`src/rtl/sipo_receiver.sv`:
```
// sipo_receiver: serial-in/parallel-out frame receiver.
// Line format: idle 1, start bit 0, 8 data bits LSB first, stop bit 1.
// Each bit lasts CLKS_PER_BIT clocks. Bits are sampled at mid-bit, at offset
// H = (CLKS_PER_BIT-1)/2 from the clock edge where the start bit was first seen.
//
// Ports:
//   clk      system clock, rising edge
//   rst      synchronous active-high reset
//   serialIn serial line, same clock domain, idle 1
//   dataOut  last correctly framed byte; holds until the next good frame
//   valid    one-cycle pulse: dataOut was just updated
//   frameErr one-cycle pulse: the stop bit was sampled as 0
//   busy     high whenever the FSM is not in IDLE
module sipo_receiver #(
  parameter int CLKS_PER_BIT = 1
) (
  input  logic       clk,
  input  logic       rst,
  input  logic       serialIn,
  output logic [7:0] dataOut,
  output logic       valid,
  output logic       frameErr,
  output logic       busy
);

  localparam int         HALF   = (CLKS_PER_BIT - 1) / 2;
  localparam logic [7:0] N_M1   = 8'(CLKS_PER_BIT - 1);
  // START runs H edges after E0, so it is left when the counter reaches H-1.
  localparam logic [7:0] H_M1   = 8'((HALF > 0) ? HALF - 1 : 0);
  // With H=0 the start re-check would fall on E0 itself and cannot fail,
  // so IDLE goes straight to DATA.
  localparam bit         NO_CHK = (HALF == 0);

  typedef enum logic [2:0] {IDLE, START, DATA, STOP, BREAK} state_t;

  state_t     state, state_n;
  logic [7:0] cnt, cnt_n;
  logic [3:0] bit_idx, bit_n;
  logic [7:0] shreg, sh_n;
  logic [7:0] data_n;
  logic       valid_n, err_n;

  always_ff @(posedge clk) begin
    if (rst) begin
      state    <= IDLE;
      cnt      <= '0;
      bit_idx  <= '0;
      shreg    <= '0;
      dataOut  <= '0;
      valid    <= 1'b0;
      frameErr <= 1'b0;
    end else begin
      state    <= state_n;
      cnt      <= cnt_n;
      bit_idx  <= bit_n;
      shreg    <= sh_n;
      dataOut  <= data_n;
      valid    <= valid_n;
      frameErr <= err_n;
    end
  end

  always_comb begin
    state_n = state;
    cnt_n   = cnt;
    bit_n   = bit_idx;
    sh_n    = shreg;
    data_n  = dataOut;
    valid_n = 1'b0;
    err_n   = 1'b0;
    case (state)
      IDLE: begin
        if (!serialIn) begin
          cnt_n   = '0;
          bit_n   = '0;
          state_n = NO_CHK ? DATA : START;
        end
      end
      START: begin
        if (cnt == H_M1) begin
          // Mid-start re-sample: a high line here was a glitch.
          cnt_n   = '0;
          bit_n   = '0;
          state_n = serialIn ? IDLE : DATA;
        end else begin
          cnt_n = cnt + 8'd1;
        end
      end
      DATA: begin
        if (cnt == N_M1) begin
          cnt_n = '0;
          // LSB first: shift right, new bit enters at the MSB.
          sh_n  = {serialIn, shreg[7:1]};
          if (bit_idx == 4'd7) state_n = STOP;
          else                 bit_n   = bit_idx + 4'd1;
        end else begin
          cnt_n = cnt + 8'd1;
        end
      end
      STOP: begin
        if (cnt == N_M1) begin
          cnt_n = '0;
          if (serialIn) begin
            data_n  = shreg;
            valid_n = 1'b1;
            state_n = IDLE;
          end else begin
            err_n   = 1'b1;
            state_n = BREAK;
          end
        end else begin
          cnt_n = cnt + 8'd1;
        end
      end
      BREAK: begin
        // Wait out a held-low line; no start detection here.
        if (serialIn) state_n = IDLE;
      end
      default: state_n = IDLE;
    endcase
  end

  assign busy = (state != IDLE);

endmodule
```
`config.mk`:
```
export PLATFORM = sky130hd
export DESIGN_NAME = sipo_receiver
export DESIGN_NICKNAME = d
export VERILOG_FILES = /design/src/rtl/sipo_receiver.sv
export SDC_FILE = /design/constraint.sdc
export NUM_CORES = 1
export LEC_CHECK = 0
export BUFFER_PORTS_ARGS = -buffer_cell sky130_fd_sc_hd__buf_2
export CORE_MARGIN = 4
export CORE_UTILIZATION = 45
export CTS_BUF_LIST = sky130_fd_sc_hd__clkbuf_8
export CTS_CLUSTER_DIAMETER = 30
export CTS_CLUSTER_SIZE = 8
export DETAILED_ROUTE_END_ITERATION = 16
export PLACE_DENSITY = 0.74
export SYNTH_ARGS = -nofsm -noshare
export SYNTH_HDL_FRONTEND = slang
export SYNTH_SLANG_ARGS = --single-unit
```
`constraint.sdc`:
```
create_clock -name clk -period 2.1 [get_ports clk]
set_input_delay 0.105 -clock clk [delete_from_list [all_inputs] [get_ports clk]]
set_output_delay 0.105 -clock clk [all_outputs]
set_load 0.05 [all_outputs]
```
Yosys cells after proc, flatten, opt, wreduce, memory -nomap -nowiden:

Index checks and enable logic that the tools add are counted.

* reductions and logical operators: 12
* $add $sub $neg: 2
* bitwise operators: 2
* mux-type cells: 19
* eq/ne operators: 12

Operators by type and width (count)
* 2-to-1 mux 3 bit: 7
* 2-to-1 mux 4 bit: 4
* 2-to-1 mux 8 bit: 2
* one-hot mux 8 bit (2 select lines): 1
* one-hot mux 3 bit (5 select lines): 1
* != test 2 bit, second input constant: 7
* one-hot mux 4 bit (3 select lines): 1
* adder 8 x 1 -> 8 bit, second input constant: 1
* zero test 8 bit: 1
* equality test 3 x 2 -> 1 bit, second input constant: 2
* AND reduction 6 bit: 1
* nonzero test 3 bit: 2
* OR reduction 3 bit: 2
* AND reduction 5 bit: 1
* adder 4 x 1 -> 4 bit, second input constant: 1
* equality test 4 x 3 -> 1 bit, second input constant: 1
* AND reduction 2 bit: 2
* equality test 3 x 1 -> 1 bit, second input constant: 1
* equality test 3 bit, second input constant: 1
* zero test 3 bit: 1
* AND reduction 3 bit: 1
* 2-to-1 mux 1 bit: 2
* 2-to-1 mux 2 bit: 1
* NOT 1 bit: 2
* nonzero test 2 bit: 1

* bits of input ports: 3
* bits in registers: 33

Depth between registers and ports, before layout:

* depth after elaboration: 4
* gate-level depth with buffers: 7
* gate-level depth less buffers: 6

Worst setup path before layout:

No wires, ideal clock.

* path kind: register -> register
* start point: register cnt[0]
* end point: register cnt[2]
* period minus slack after synthesis: 1626 ps
* library setup time: 136 ps
* stages on the path, launching flop included: 7
* data required time: 1964 ps
* path slack: 474 ps
* data arrival time: 1490 ps
* path through: dfxtp_1 inv_1 ha_1 nor4b_4 nand2_2 o31ai_1 nor2_1

* longest elaborated chain between the ends: 3

RTL lines
* from (decl): line 37 `logic [7:0] cnt, cnt_n;`
* from (signal assigned): line 54 `cnt <= cnt_n;`
* adder 8 x 1 -> 8 bit / zero test 8 bit (equally long branches)
* 2-to-1 mux 8 bit *: line 80, 90, 101
* one-hot mux 8 bit (2 select lines) *: line 71 `case (state)`

Mark *: on every way between the ends. The rest lies on a longest branch, timed or not.
A chain may end at the register's enable or synchronous reset.

Worst setup path after layout:

* start point: register cnt[0]
* end point: register state[1]

* longest elaborated chain between the ends: 3

RTL lines
* zero test 8 bit *: line 80, 90, 101
* != test 2 bit (no source line)
* AND reduction 6 bit (no source line) *
* to (signal assigned): line 53 `state <= state_n;`
* to (decl): line 36 `state_t state, state_n;`

Marked as above.

==> results.toml <==
[finish]
fill_cells = 294
layout.nets = 179
design_area_mm2 = 0.00166
n_antenna_cell = 0
regArea_um2 = 661
area_delta_synth_final_pct = 12.8
multi_input_area_um2 = 771
drive_gt1_share_pct = 16.1

[floorplan]
die-area_mm2 = 0.00426
rows = 20
initial_core_util_pct = 47.5
fp.dieW_um = 65.3
core_mm2 = 0.00310
fp.dieH_um = 65.3
io_pins = 14

[sta]
clock.fmax_ghz = 0.557
setup_viol = 0
hold_viol = 0
final-max-slew-violation-count = 0
hold_slack_ns = 0.0945
worst_pin_slew_ns = 0.613
finClkSkew_ns = 0.00645
tns_ns = 0
fin_crit_ns = 1.80
rsz0062_at_grt = "no"
post-route-period-util_pct = 85.5
relSlewSlack_pct = 59.0

[routing]
drc = 0
drt_pre_antenna_iters = 4
vias_per_cell = 5.36
final_antenna_net_count = 0
via_count = 1168
wire_per_inst_um = 12.8
drt_iter0_markers = 67
wl_mm = 2.80

[synth]
netlist_area_mm2 = 0.00148
synth_common_cells = "dfxtp_1 (33), nor2_1 (30), mux2i_1 (19)"
synth.area.mux_share_pct = 12.9
syn_nets = 165
synthArstFlopShare_pct = 0
synth_xor_area_share_pct = 3.56
yosysTopAreaCellShare_pct = 44.8
synth_area_leader_cell = "dfxtp_1"
syn_inst = 159
synth_compound_area_share_pct = 7.46
synth_top_family_by_area = "simple AND/OR/NAND/NOR gates"
avgSynthCellArea_um2 = 9.28
synthSimpleGateAreaFrac_pct = 25.4
synth_edf_count = 0
yosysSeqAreaShare_pct = 44.8
yosysMostFrequentCell = "dfxtp_1"
synth_adder_area_share_pct = 2.54
synth.area.top_cells = "dfxtp_1 (45%), mux2i_1 (13%), nor2_1 (7.6%), nand3_1 (3.1%), xnor2_1 (3.0%)"
ys.flop_type = "dfxtp_1"
ys_types = 36
ys_seq_elements = 33
yosys_warnings = 0

[clock_tree]
path_clk_slew_ns = 0.07
cts_inserted_buffers = 5
cts_tree = "done"
hold_buffers = 0
cts_htree_levels = 2
cts_setup_buffers = 0
post_cts_resized = 0
clkSinkCount = 33
clk_path_buf_depth = 2
root_buffer = "clkbuf_8"
clk_latency_ns = 0.28

[placement]
postPlaceCellArea_mm2 = 0.00158
dp_hpwl_mm = 2.02
io_buffers = 13
gp_congestion = 0.833

[global_routing]
grt_pass1_wl_mm = 4.92
grt_start_max_net_pins = 29
grt_usage_pct = 14.9
grt_pass1_vias = 1110
antenna_found_initial = 0
grt_remaining_overflow = 0

[worst_setup_path]
worstSetupStartpointType = "flop"
crit_arrival_ns = 1.98
worstSetupPathType = "reg2reg"
endpoint_kind = "flop"
critPathRequiredTime_ns = 2.28
critPathMaxFanout = 7

[power_and_ir_drop]
peakVddDrop_mv = 0.480
p_leak_nw = 0.745
power.density_mw_per_mm2 = 688

[job]
cap_viol_max_count = 0

[worst_hold_path]
hold_path_class = "in2reg"

[outcome]
status = "finished clean"
registers in the layout, summed over array words and instances, names as in the netlist:
name,cells
bit_idx,4
cnt,8
dataOut,8
frameErr,1
shreg,8
state,3
valid,1
stage by stage:
stage | setup WS (ns) | std cells | util (%) | power, mW
6_report | 0.304 | 218 | 53.6 | 1.14
5_1_grt | 0.153 | 218 | 53.6 | 1.20
4_1_cts | 0.190 | 218 | 53.5 | 1.16
3_5_place_dp | 0.201 | 210 | 50.8 | 0.717
3_3_place_gp | 0.318 | 210 | 50.8 | 0.714
2_1_floorplan | 0.474 | 159 | - | 0.702
where the power goes:
part	leakage, nW	total, mW	internal [mW]	switching [mW]
clock network	0.0491	0.440	0.224	0.216
logic	0.430	0.0650	0.0230	0.0419
registers	0.266	0.639	0.631	0.00768
total	0.745	1.14	0.879	0.266
layer usage:
metal / share of wire [%] / vias up / GRT usage (%)
li1: - / 585 / -
met1: 44 / 541 / 16.1
met2: 49 / 30 / 25.9
met3: 4.9 / 12 / 5.64
met4: 2.1 / 0 / 6.22
met5: 0 / - / 0
area by class of cell:
cell class	instances	area share (%)
timing repair buffer	15	4.81
sequential	33	39.7
tap	44	3.31
inverter	4	0.902
clock buffer	5	4.14
multi-input combinational	114	46.3
clock inverter	3	0.827
placed cells by master (no fill, tap or decap), types with 3 or more instances in the layout:
cell type,netlist,layout
a211oi_1,3,3
buf_2,3,13
clkbuf_8,0,5
dfxtp_1,33,33
ha_1,3,3
inv_1,4,5
mux2i_1,19,19
nand2_1,8,8
nand3_1,9,9
nor2_1,30,30
nor2b_1,3,3
nor3_1,5,5
nor3b_1,3,3
nor4_1,3,3
xnor2_1,5,5
critical path, cell delays in order (launching register included):
cell and delay [ns]:
dfxtp_1 0.33, inv_1 0.09, ha_1 0.16, nor4b_4 0.38, nand2_2 0.19, xor2_1 0.20, a2111oi_2 0.35
logic make-up after synthesis:
kind of cell / count (synthesis)
AND/OR/NAND/NOR: 73
buffers and inverters: 12
XOR/XNOR: 6
flip-flops: 33
AO/OA/AOI/OAI: 13
multiplexers: 19
adder cells (fa/ha/maj): 3
path summary, 6_finish.rpt:
kind / start / slack, ns / endpoint / cells past startpoint
max: cnt[0]$_SDFFE_PP0P_ / 0.30 / state[1]$_SDFFE_PP0P_ / 6
min: serialIn / 0.09 / state[2]$_SDFFE_PP0P_ / 2
min reg2reg: dataOut[1]$_SDFFE_PP0P_ / 0.49 / dataOut[1]$_SDFFE_PP0P_ / 2
max reg2reg: cnt[0]$_SDFFE_PP0P_ / 0.30 / state[1]$_SDFFE_PP0P_ / 6
Power figures use the tool's default switching activity.
